$ cat src/rtl/codeword_arbiter_if.sv
// Byte-lane AXI-stream bundle; LANES parallel byte channels with per-lane handshake.
// The arbiter takes the slave view on its request side and the master view downstream.
interface codeword_arbiter_if #(
  parameter int unsigned LANES = 1
) ();
  logic [8*LANES-1:0] tdata;
  logic [LANES-1:0]   tvalid;
  logic [LANES-1:0]   tlast;
  logic [LANES-1:0]   tready;

  modport master (output tdata, output tvalid, output tlast, input  tready);
  modport slave  (input  tdata, input  tvalid, input  tlast, output tready);
endinterface

$ cat src/rtl/codeword_arbiter.sv
// Round-robin arbiter sharing one codeword decoder between NUM_CH byte streams.
// Optional stall abort is compiled in when ARB_TIMEOUT_EN is defined.
module codeword_arbiter #(
  parameter int unsigned NUM_CH       = 4,
  parameter int unsigned CODEWORD_LEN = 255,
  parameter int unsigned TIMEOUT_CYC  = 1024
) (
  input  logic                core_clk,
  input  logic                rst_n,
  codeword_arbiter_if.slave   s_axis,
  codeword_arbiter_if.master  m_axis,
  output logic [2:0]          grant_ch,
  output logic                busy,
  output logic                len_err,
  output logic                timeout
);

  localparam int unsigned       CW       = $clog2(CODEWORD_LEN + 1);
  localparam logic [CW-1:0]     LAST_CNT = CW'(CODEWORD_LEN - 1);
  localparam logic [2:0]        LAST_CH  = 3'(NUM_CH - 1);

  typedef enum logic {IDLE, BUSY} state_t;

  state_t        state_q, state_d;
  logic [2:0]    grant_q, grant_d;
  logic [2:0]    ptr_q, ptr_d;
  logic [CW-1:0] cnt_q, cnt_d;
  logic [7:0]    mdata_q, mdata_d;
  logic          mvalid_q, mvalid_d;
  logic          mlast_q, mlast_d;
  logic          len_err_q, len_err_d;

  logic [NUM_CH-1:0] tready;
  logic [7:0]        sel_data;
  logic              sel_valid, sel_last;
  logic              rdy, accept, cnt_full, eff_last;
  logic              hit;
  logic [2:0]        hit_ch, next_ptr;

`ifdef ARB_TIMEOUT_EN
  localparam int unsigned   SW        = $clog2(TIMEOUT_CYC + 1);
  localparam logic [SW-1:0] STALL_MAX = SW'(TIMEOUT_CYC - 1);
  logic [SW-1:0] stall_q, stall_d;
  logic          timeout_q, timeout_d;
`endif

  // Granted channel's lane.
  always_comb begin
    sel_data  = '0;
    sel_valid = 1'b0;
    sel_last  = 1'b0;
    for (int unsigned i = 0; i < NUM_CH; i++) begin
      if (grant_q == 3'(i)) begin
        sel_data  = s_axis.tdata[8*i +: 8];
        sel_valid = s_axis.tvalid[i];
        sel_last  = s_axis.tlast[i];
      end
    end
  end

  // First requester at or after ptr, wrapping modulo NUM_CH.
  always_comb begin
    int unsigned idx;
    idx    = 0;
    hit    = 1'b0;
    hit_ch = ptr_q;
    for (int unsigned k = 0; k < NUM_CH; k++) begin
      idx = 32'(ptr_q) + k;
      if (idx >= NUM_CH) idx = idx - NUM_CH;
      if (!hit && s_axis.tvalid[idx]) begin
        hit    = 1'b1;
        hit_ch = 3'(idx);
      end
    end
  end

  always_comb begin
    rdy = (state_q == BUSY) && (!mvalid_q || m_axis.tready[0]);
    for (int unsigned i = 0; i < NUM_CH; i++) begin
      tready[i] = rdy && (grant_q == 3'(i));
    end
  end

  assign accept   = rdy && sel_valid;
  assign cnt_full = (cnt_q == LAST_CNT);
  assign eff_last = sel_last || cnt_full;
  assign next_ptr = (grant_q == LAST_CH) ? 3'd0 : grant_q + 3'd1;

  always_comb begin
    state_d   = state_q;
    grant_d   = grant_q;
    ptr_d     = ptr_q;
    cnt_d     = cnt_q;
    mdata_d   = mdata_q;
    mvalid_d  = mvalid_q;
    mlast_d   = mlast_q;
    len_err_d = 1'b0;
`ifdef ARB_TIMEOUT_EN
    stall_d   = stall_q;
    timeout_d = 1'b0;
`endif

    if (accept) begin
      mdata_d   = sel_data;
      mvalid_d  = 1'b1;
      mlast_d   = eff_last;
      cnt_d     = cnt_q + CW'(1);
      // Error when tlast disagrees with the length count in either direction.
      len_err_d = eff_last && (sel_last != cnt_full);
    end else if (m_axis.tready[0]) begin
      mvalid_d = 1'b0;
    end

    case (state_q)
      IDLE: begin
`ifdef ARB_TIMEOUT_EN
        stall_d = '0;
`endif
        if (hit) begin
          grant_d = hit_ch;
          cnt_d   = '0;
          state_d = BUSY;
        end
      end
      BUSY: begin
        if (accept && eff_last) begin
          state_d = IDLE;
          ptr_d   = next_ptr;
        end
`ifdef ARB_TIMEOUT_EN
        if (sel_valid) begin
          stall_d = '0;
        end else if (stall_q == STALL_MAX) begin
          stall_d   = '0;
          timeout_d = 1'b1;
          state_d   = IDLE;
          ptr_d     = next_ptr;
        end else begin
          stall_d = stall_q + SW'(1);
        end
`endif
      end
      default: state_d = IDLE;
    endcase
  end

  always_ff @(posedge core_clk or negedge rst_n) begin
    if (!rst_n) begin
      state_q   <= IDLE;
      grant_q   <= '0;
      ptr_q     <= '0;
      cnt_q     <= '0;
      mdata_q   <= '0;
      mvalid_q  <= 1'b0;
      mlast_q   <= 1'b0;
      len_err_q <= 1'b0;
    end else begin
      state_q   <= state_d;
      grant_q   <= grant_d;
      ptr_q     <= ptr_d;
      cnt_q     <= cnt_d;
      mdata_q   <= mdata_d;
      mvalid_q  <= mvalid_d;
      mlast_q   <= mlast_d;
      len_err_q <= len_err_d;
    end
  end

`ifdef ARB_TIMEOUT_EN
  always_ff @(posedge core_clk or negedge rst_n) begin
    if (!rst_n) begin
      stall_q   <= '0;
      timeout_q <= 1'b0;
    end else begin
      stall_q   <= stall_d;
      timeout_q <= timeout_d;
    end
  end

  assign timeout = timeout_q;
`else
  assign timeout = 1'b0;
`endif

  assign s_axis.tready    = tready;
  assign m_axis.tdata     = mdata_q;
  assign m_axis.tvalid[0] = mvalid_q;
  assign m_axis.tlast[0]  = mlast_q;
  assign grant_ch         = grant_q;
  assign busy             = (state_q == BUSY);
  assign len_err          = len_err_q;

endmodule

$ cat src/flat_wrapper.sv
// flat-port wrapper written by rule: the top's interface ports become plain ports
module codeword_arbiter_flat 
#(
  parameter int unsigned NUM_CH       = 4,
  parameter int unsigned CODEWORD_LEN = 255,
  parameter int unsigned TIMEOUT_CYC  = 1024
)
  (core_clk, rst_n, grant_ch, busy, len_err, timeout, s_axis_tdata, s_axis_tvalid, s_axis_tlast, s_axis_tready, m_axis_tdata, m_axis_tvalid, m_axis_tlast, m_axis_tready);
  codeword_arbiter_if #(.LANES((4))) s_axis_i ();
  codeword_arbiter_if #(.LANES(1)) m_axis_i ();
  input  logic core_clk;
  input  logic rst_n;
  output logic [2:0] grant_ch;
  output logic busy;
  output logic len_err;
  output logic timeout;
  input wire logic [$bits(s_axis_i.tdata)-1:0] s_axis_tdata;
  input wire logic [$bits(s_axis_i.tvalid)-1:0] s_axis_tvalid;
  input wire logic [$bits(s_axis_i.tlast)-1:0] s_axis_tlast;
  output wire logic [$bits(s_axis_i.tready)-1:0] s_axis_tready;
  output wire logic [$bits(m_axis_i.tdata)-1:0] m_axis_tdata;
  output wire logic [$bits(m_axis_i.tvalid)-1:0] m_axis_tvalid;
  output wire logic [$bits(m_axis_i.tlast)-1:0] m_axis_tlast;
  input wire logic [$bits(m_axis_i.tready)-1:0] m_axis_tready;
  assign s_axis_i.tdata = s_axis_tdata;
  assign s_axis_i.tvalid = s_axis_tvalid;
  assign s_axis_i.tlast = s_axis_tlast;
  assign s_axis_tready = s_axis_i.tready;
  assign m_axis_tdata = m_axis_i.tdata;
  assign m_axis_tvalid = m_axis_i.tvalid;
  assign m_axis_tlast = m_axis_i.tlast;
  assign m_axis_i.tready = m_axis_tready;
  codeword_arbiter #(.NUM_CH(NUM_CH), .CODEWORD_LEN(CODEWORD_LEN), .TIMEOUT_CYC(TIMEOUT_CYC)) u_core (.core_clk(core_clk), .rst_n(rst_n), .s_axis(s_axis_i), .m_axis(m_axis_i), .grant_ch(grant_ch), .busy(busy), .len_err(len_err), .timeout(timeout));
endmodule
$ cat config.mk
export PLATFORM = sky130hd
export DESIGN_NAME = codeword_arbiter_flat
export DESIGN_NICKNAME = d
export VERILOG_FILES = /design/src/rtl/codeword_arbiter_if.sv /design/src/rtl/codeword_arbiter.sv /design/src/flat_wrapper.sv
export SDC_FILE = /design/constraint.sdc
export NUM_CORES = 1
export LEC_CHECK = 0
export ABC_AREA = 0
export CAP_MARGIN = 20
export CELL_PAD_IN_SITES_DETAIL_PLACEMENT = 1
export CELL_PAD_IN_SITES_GLOBAL_PLACEMENT = 2
export CORE_MARGIN = 2
export CORE_UTILIZATION = 28
export DETAILED_ROUTE_END_ITERATION = 8
export PLACE_DENSITY_LB_ADDON = 0.1
export SYNTH_ARGS = -nofsm -noshare
export SYNTH_HDL_FRONTEND = slang
export SYNTH_SLANG_ARGS = --single-unit
$ cat constraint.sdc
create_clock -name core_clk -period 4.21 [get_ports core_clk]
set_input_delay 0.421 -clock core_clk [delete_from_list [all_inputs] [get_ports core_clk]]
set_output_delay 0.421 -clock core_clk [all_outputs]
set_load 0.03 [all_outputs]
Word level (Yosys, flattened, before mapping)
Index checks and enable logic that the tools add are counted.

word-level totals
  register bits after elaboration = 26
  latch bits = 0
  bits in writable memories = 0
  memory bits (read-only) = 0
  input port bits = 43
  output and inout port bits = 20
  logic and storage cells = 94
  memories kept = 0

operators by class
  $add $sub $neg = 9
  multiply operators = 0
  div/mod/pow operators = 0
  order comparisons = 8
  equality and inequality tests = 5
  shift operators = 0
  mux-type cells = 42
  bitwise operators = 1
  reduce and logical (&&, ||, !) cells = 21

operators by type and width
  kind                                                                            number
  32-bit by 3-bit less-than comparator with 1-bit output (second input constant)  4
  32-bit 2-to-1 mux                                                               4
  32-bit by 3-bit >= comparator with 1-bit output (second input constant)         3
  32-bit by 3-bit subtractor with 32-bit output (second input constant)           3
  8-bit 2-to-1 mux                                                                7
  1-bit 2-to-1 mux                                                                21
  3-bit 2-to-1 mux                                                                5
  1-bit logical AND                                                               11
  3-bit by 2-bit adder with 4-bit output (second input constant)                  2
  8-bit by 1-bit adder with 8-bit output (second input constant)                  1
  1-bit binary-select mux with 2-bit select                                       4
  8-bit == test (second input constant)                                           1
  3-bit by 2-bit == test with 1-bit output (second input constant)                2
  3-bit by 1-bit adder with 4-bit output (second input constant)                  1
  1-bit logical NOT                                                               4
  2-bit AND reduction                                                             2
  3-bit by 3-bit subtractor with 4-bit output (second input constant)             1
  3-bit by 1-bit adder with 3-bit output (second input constant)                  1
  3-bit by 1-bit == test with 1-bit output (second input constant)                1
  3-bit >= comparator (second input constant)                                     1
  3-bit logical NOT                                                               1
  1-bit logical OR                                                                2
  1-bit case mux with 2 select lines                                              1
  2-bit nonzero test                                                              1
  other kinds (2)                                                                 2

Depth between registers and ports, before layout
  depth in word-level cells = 16
  mapped depth = 12
  mapped depth without buffers = 10

Worst setup path before layout
No wires, ideal clock.

  path type = register -> register
  start = register u_core.grant_q[0], in the netlist u_core.grant_ch[0]
  end = register u_core.ptr_q[1]
  library setup time = 125 ps
  arrival = 2472 ps
  data required time = 4085 ps
  path slack = 1613 ps
  cell stages (with the launch flop) = 11
  path buffers = 2
  clock period less this slack = 2597 ps
  path through = dfrtp_1 inv_1 ha_1 clkbuf_1 clkbuf_1 a21oi_1 o21ai_0 nand2b_1 ha_1 nor2_2 mux2_2

between the ends
  longest elaborated chain between the ends = 8
  elaborated cells between the ends (all ways) = 18
  those cells by class = add/sub (1); eq/ne (3); mux (9); reduce/logical (5)

RTL lines
  element                                                       line                                            source
  from (decl)                                                   codeword_arbiter.sv:25                          logic [2:0] grant_q, grant_d;
  from (signal assigned)                                        codeword_arbiter.sv:159                         grant_q <= grant_d;
  3-bit logical NOT                                             codeword_arbiter.sv:53                          if (grant_q == 3'(i)) begin
  1-bit 2-to-1 mux (4 in series)                                codeword_arbiter.sv:53
  1-bit logical AND / 1-bit logical OR (equally long branches)  codeword_arbiter.sv:84, codeword_arbiter.sv:86
  1-bit logical AND                                             codeword_arbiter.sv:126                         if (accept && eff_last) begin
  2-bit AND reduction (no source line)                          n/a
  to (signal assigned)                                          codeword_arbiter.sv:160                         ptr_q <= ptr_d;
  to (decl)                                                     codeword_arbiter.sv:26                          logic [2:0] ptr_q, ptr_d;

Several ways; a longest one is shown, not always the timed one.
A chain may end at the register's enable or synchronous reset.

Worst setup path after layout
Same ends and word-level chain as after synthesis.

==> out/qor.csv <==
stage;metric;value;unit
routing;DR vias;1648;
setup_path;crit-path cells;inv_1 > ha_1 > a21oi_1 > a221oi_4 > o21ai_2 > nor2_2 > mux2_2;
yosys;syn_nets;258;
floorplanning;Die ar.;7270;sq um
timing;Tmin final;2.85;ns
final_layout;most frequent cells in the layout;clkdlybuf4s50_1 (61), dfrtp_1 (26), a21oi_1 (24);
setup_path;RR Startpoint;u_core.grant_ch[0];
yosys;Synth Register Bits;26;
timing;Finish-stage setup viols;0;
final_layout;sequential cell area;651;sq um
yosys;Mapped Area;1850;sq um
timing;Setup WS post-layout;1.36;ns
floorplanning;num ports;63;
setup_path;Crit Path Category;register to register;
clock_network;post-cts resize count;0;
setup_path;Critical Path RT;4.37;ns
clock_network;CTS Sinks;26;
yosys;Post-synth EDFFs;0;
clock_network;CTS H-tree depth;1;
yosys;async set or reset register ratio after synthesis;100;%
final_layout;Final Instance Count excl. Fillers;336;
final_layout;fin util;40.1;%
floorplanning;Starting Density;29.1;%
setup_path;crit end category;register;
setup_path;Worst path slowest cell;ha_1;
timing;FMAX;351;MHz
clock_network;clk slew on worst S/H paths;0.08;ns
placed_design;DP HPWL;4260;microns
timing;Max Clock Skew;0.00260;ns
global_routing;all-layer global routing usage;15.1;%
clock_network;clock tree root driver cell;clkbuf_8;
final_layout;share of cells above drive strength 1;7.34;%
job;Max-Cap Viols;0;
final_layout;Layout area overhead;37.8;%
floorplanning;die height;85.2;microns
setup_path;Worst path top cell family by delay;compound AO/OA/AOI/OAI gates;
yosys;sequential area share after synthesis;35.2;%
status;status;finished, final reports clean;
setup_path;crit path DAT;3.01;ns
global_routing;antenna violations before repair;0;
placed_design;IO buf count;61;
yosys;Ys Warns;0;
routing;drt first pass iters;4;
clock_network;clk_lat worst skew;0.26;ns
setup_path;Max FO, Critical Path;21;
routing;drt via density;4.90;
global_routing;gr ovfl total;0;
yosys;synthesized instance count;206;
final_layout;most common cell after layout, fill and taps aside;clkdlybuf4s50_1;
timing;setup tns final;0;ns
placed_design;pre-CTS WS;1.31;ns
setup_path;crit start category;register;
floorplanning;Core Footprint;6350;sq um
timing;max-slew violations;0;
yosys;Synth Flop Type;dfrtp_1;
timing;Slew HR;48.8;%
placed_design;routability cong.;0.732;
floorplanning;row count;29;
global_routing;largest net degree at the start of global routing;27;
global_routing;vias in the first global route;1662;
final_layout;Ant. Diodes;0;
floorplanning;Die X;85.2;microns
timing;Hold WS;0.509;ns
clock_network;Max clock buf depth;2;
power;Max VDD drop;299;uV
timing;final hold vios;0;
worst_hold_path;worst min path class;input port to asynchronous set/reset pin;
timing;Slew @ Worst Pin;0.768;ns
routing;drc violations;0;
timing;RSZ-0062 raised after global routing;no;
clock_network;Num CTS Buffers;3;
global_routing;first-pass GRT wire length;8840;microns
power;Leakage;1.04;nW
yosys;top cells by area, synth;dfrtp_1 (35%), a21oi_1 (6.5%), ha_1 (6.1%);
timing;period utilization;67.7;%
routing;per-cell routed wire length;16.1;microns
placed_design;Placed Cells;332;
setup_path;worst setup path startpoint;u_core.grant_ch[0];
setup_path;slowest stage delay, CP;0.64;ns
routing;DRT Wirelength;5400;microns
routing;First DRT Iteration DRCs;35;
routing;Routed Antenna Nets;0;
yosys;count of different cell masters after synthesis;44;
final_layout;fillers;737;
clock_network;Hold-fix buffers, CTS;0;
yosys;cell taking the most area after synthesis;dfrtp_1;
clock_network;# Post-CTS Setup Buffers;0;
yosys;share of the synthesized area in the top cell type;35.2;%
power;PwrDens;696;nW/um^2
final_layout;multi-input logic area;1090;sq um
setup_path;WP buf/inv;1;
final_layout;Final Net Count;312;
clock_network;CTS tree;done;
yosys;Synth Area per Inst;8.97;sq um
[registers in the layout, indices dropped and copies added, names as in the netlist]
| register | flops |
|---|---|
| u_core.cnt_q | 8 |
| u_core.m_axis.tdata | 8 |
| u_core.grant_ch | 3 |
| u_core.ptr_q | 3 |
| u_core.busy | 1 |
| u_core.len_err | 1 |
| u_core.m_axis.tlast | 1 |
| u_core.m_axis.tvalid | 1 |
[per-layer routing]
layer | global-route usage (%) | share of wire [%] | vias up
li1 | - | - | 830
met2 | 22.9 | 41 | 42
met1 | 23.7 | 54 | 772
met4 | 3.03 | 0.67 | 0
met3 | 1.07 | 3.5 | 4
met5 | 0 | 0 | -
[stage by stage]
step           total power [mW]  cell area [sq um]
2_1_floorplan              1.25               1850
3_3_place_gp               1.63               2490
3_5_place_dp               1.63               2490
4_1_cts                    1.80               2550
5_1_grt                    1.93               2550
6_report                   1.77               2550
[cell usage after synthesis, types with 5 or more instances]
cell type	n
dfrtp_1	26
nand2_1	22
ha_1	9
inv_1	9
nor2_1	13
mux2_2	5
clkbuf_1	7
xor2_1	5
and2_1	6
nand3b_1	11
o21ai_0	13
a21oi_1	24
[cell type report]
cell class                      instances  area share (%)
Multi-Input combinational cell        157            42.8
Clock buffer                            4            2.16
Inverter                               10            1.47
Tap cell                               77            3.78
Sequential cell                        26            25.6
Timing Repair Buffer                   62            24.3
[path summary, 6_finish.rpt]
kind,slack [ns],cells past startpoint,to
hold / removal,0.51,2,u_core.m_axis.tdata[3]
min in group core_clk,0.51,1,u_core.m_axis.tdata[5]
setup / recovery,1.36,7,u_core.ptr_q[1]
hold reg to reg,0.51,1,u_core.m_axis.tdata[5]
max in group asynchronous,3.46,2,u_core.m_axis.tlast
setup reg to reg,1.36,7,u_core.ptr_q[1]
[cell families after synthesis]
kind of cell / after synthesis / share of synthesized area, %
buf+inv: 23 / 5.89
other cells: 1 / 0.203
compound gates: 57 / 20.0
simple gates: 68 / 19.2
fa+ha+maj: 9 / 6.09
flops: 26 / 35.2
mux: 15 / 10.1
xor+xnor: 7 / 3.32
[power by group]
part	internal, mW	switching [mW]	total, mW
Combinational	0.506	0.672	1.18
Sequential	0.345	0.0943	0.439
Clock	0.0834	0.0722	0.156
Total	0.934	0.838	1.77
(Power assumes the default switching activity.)
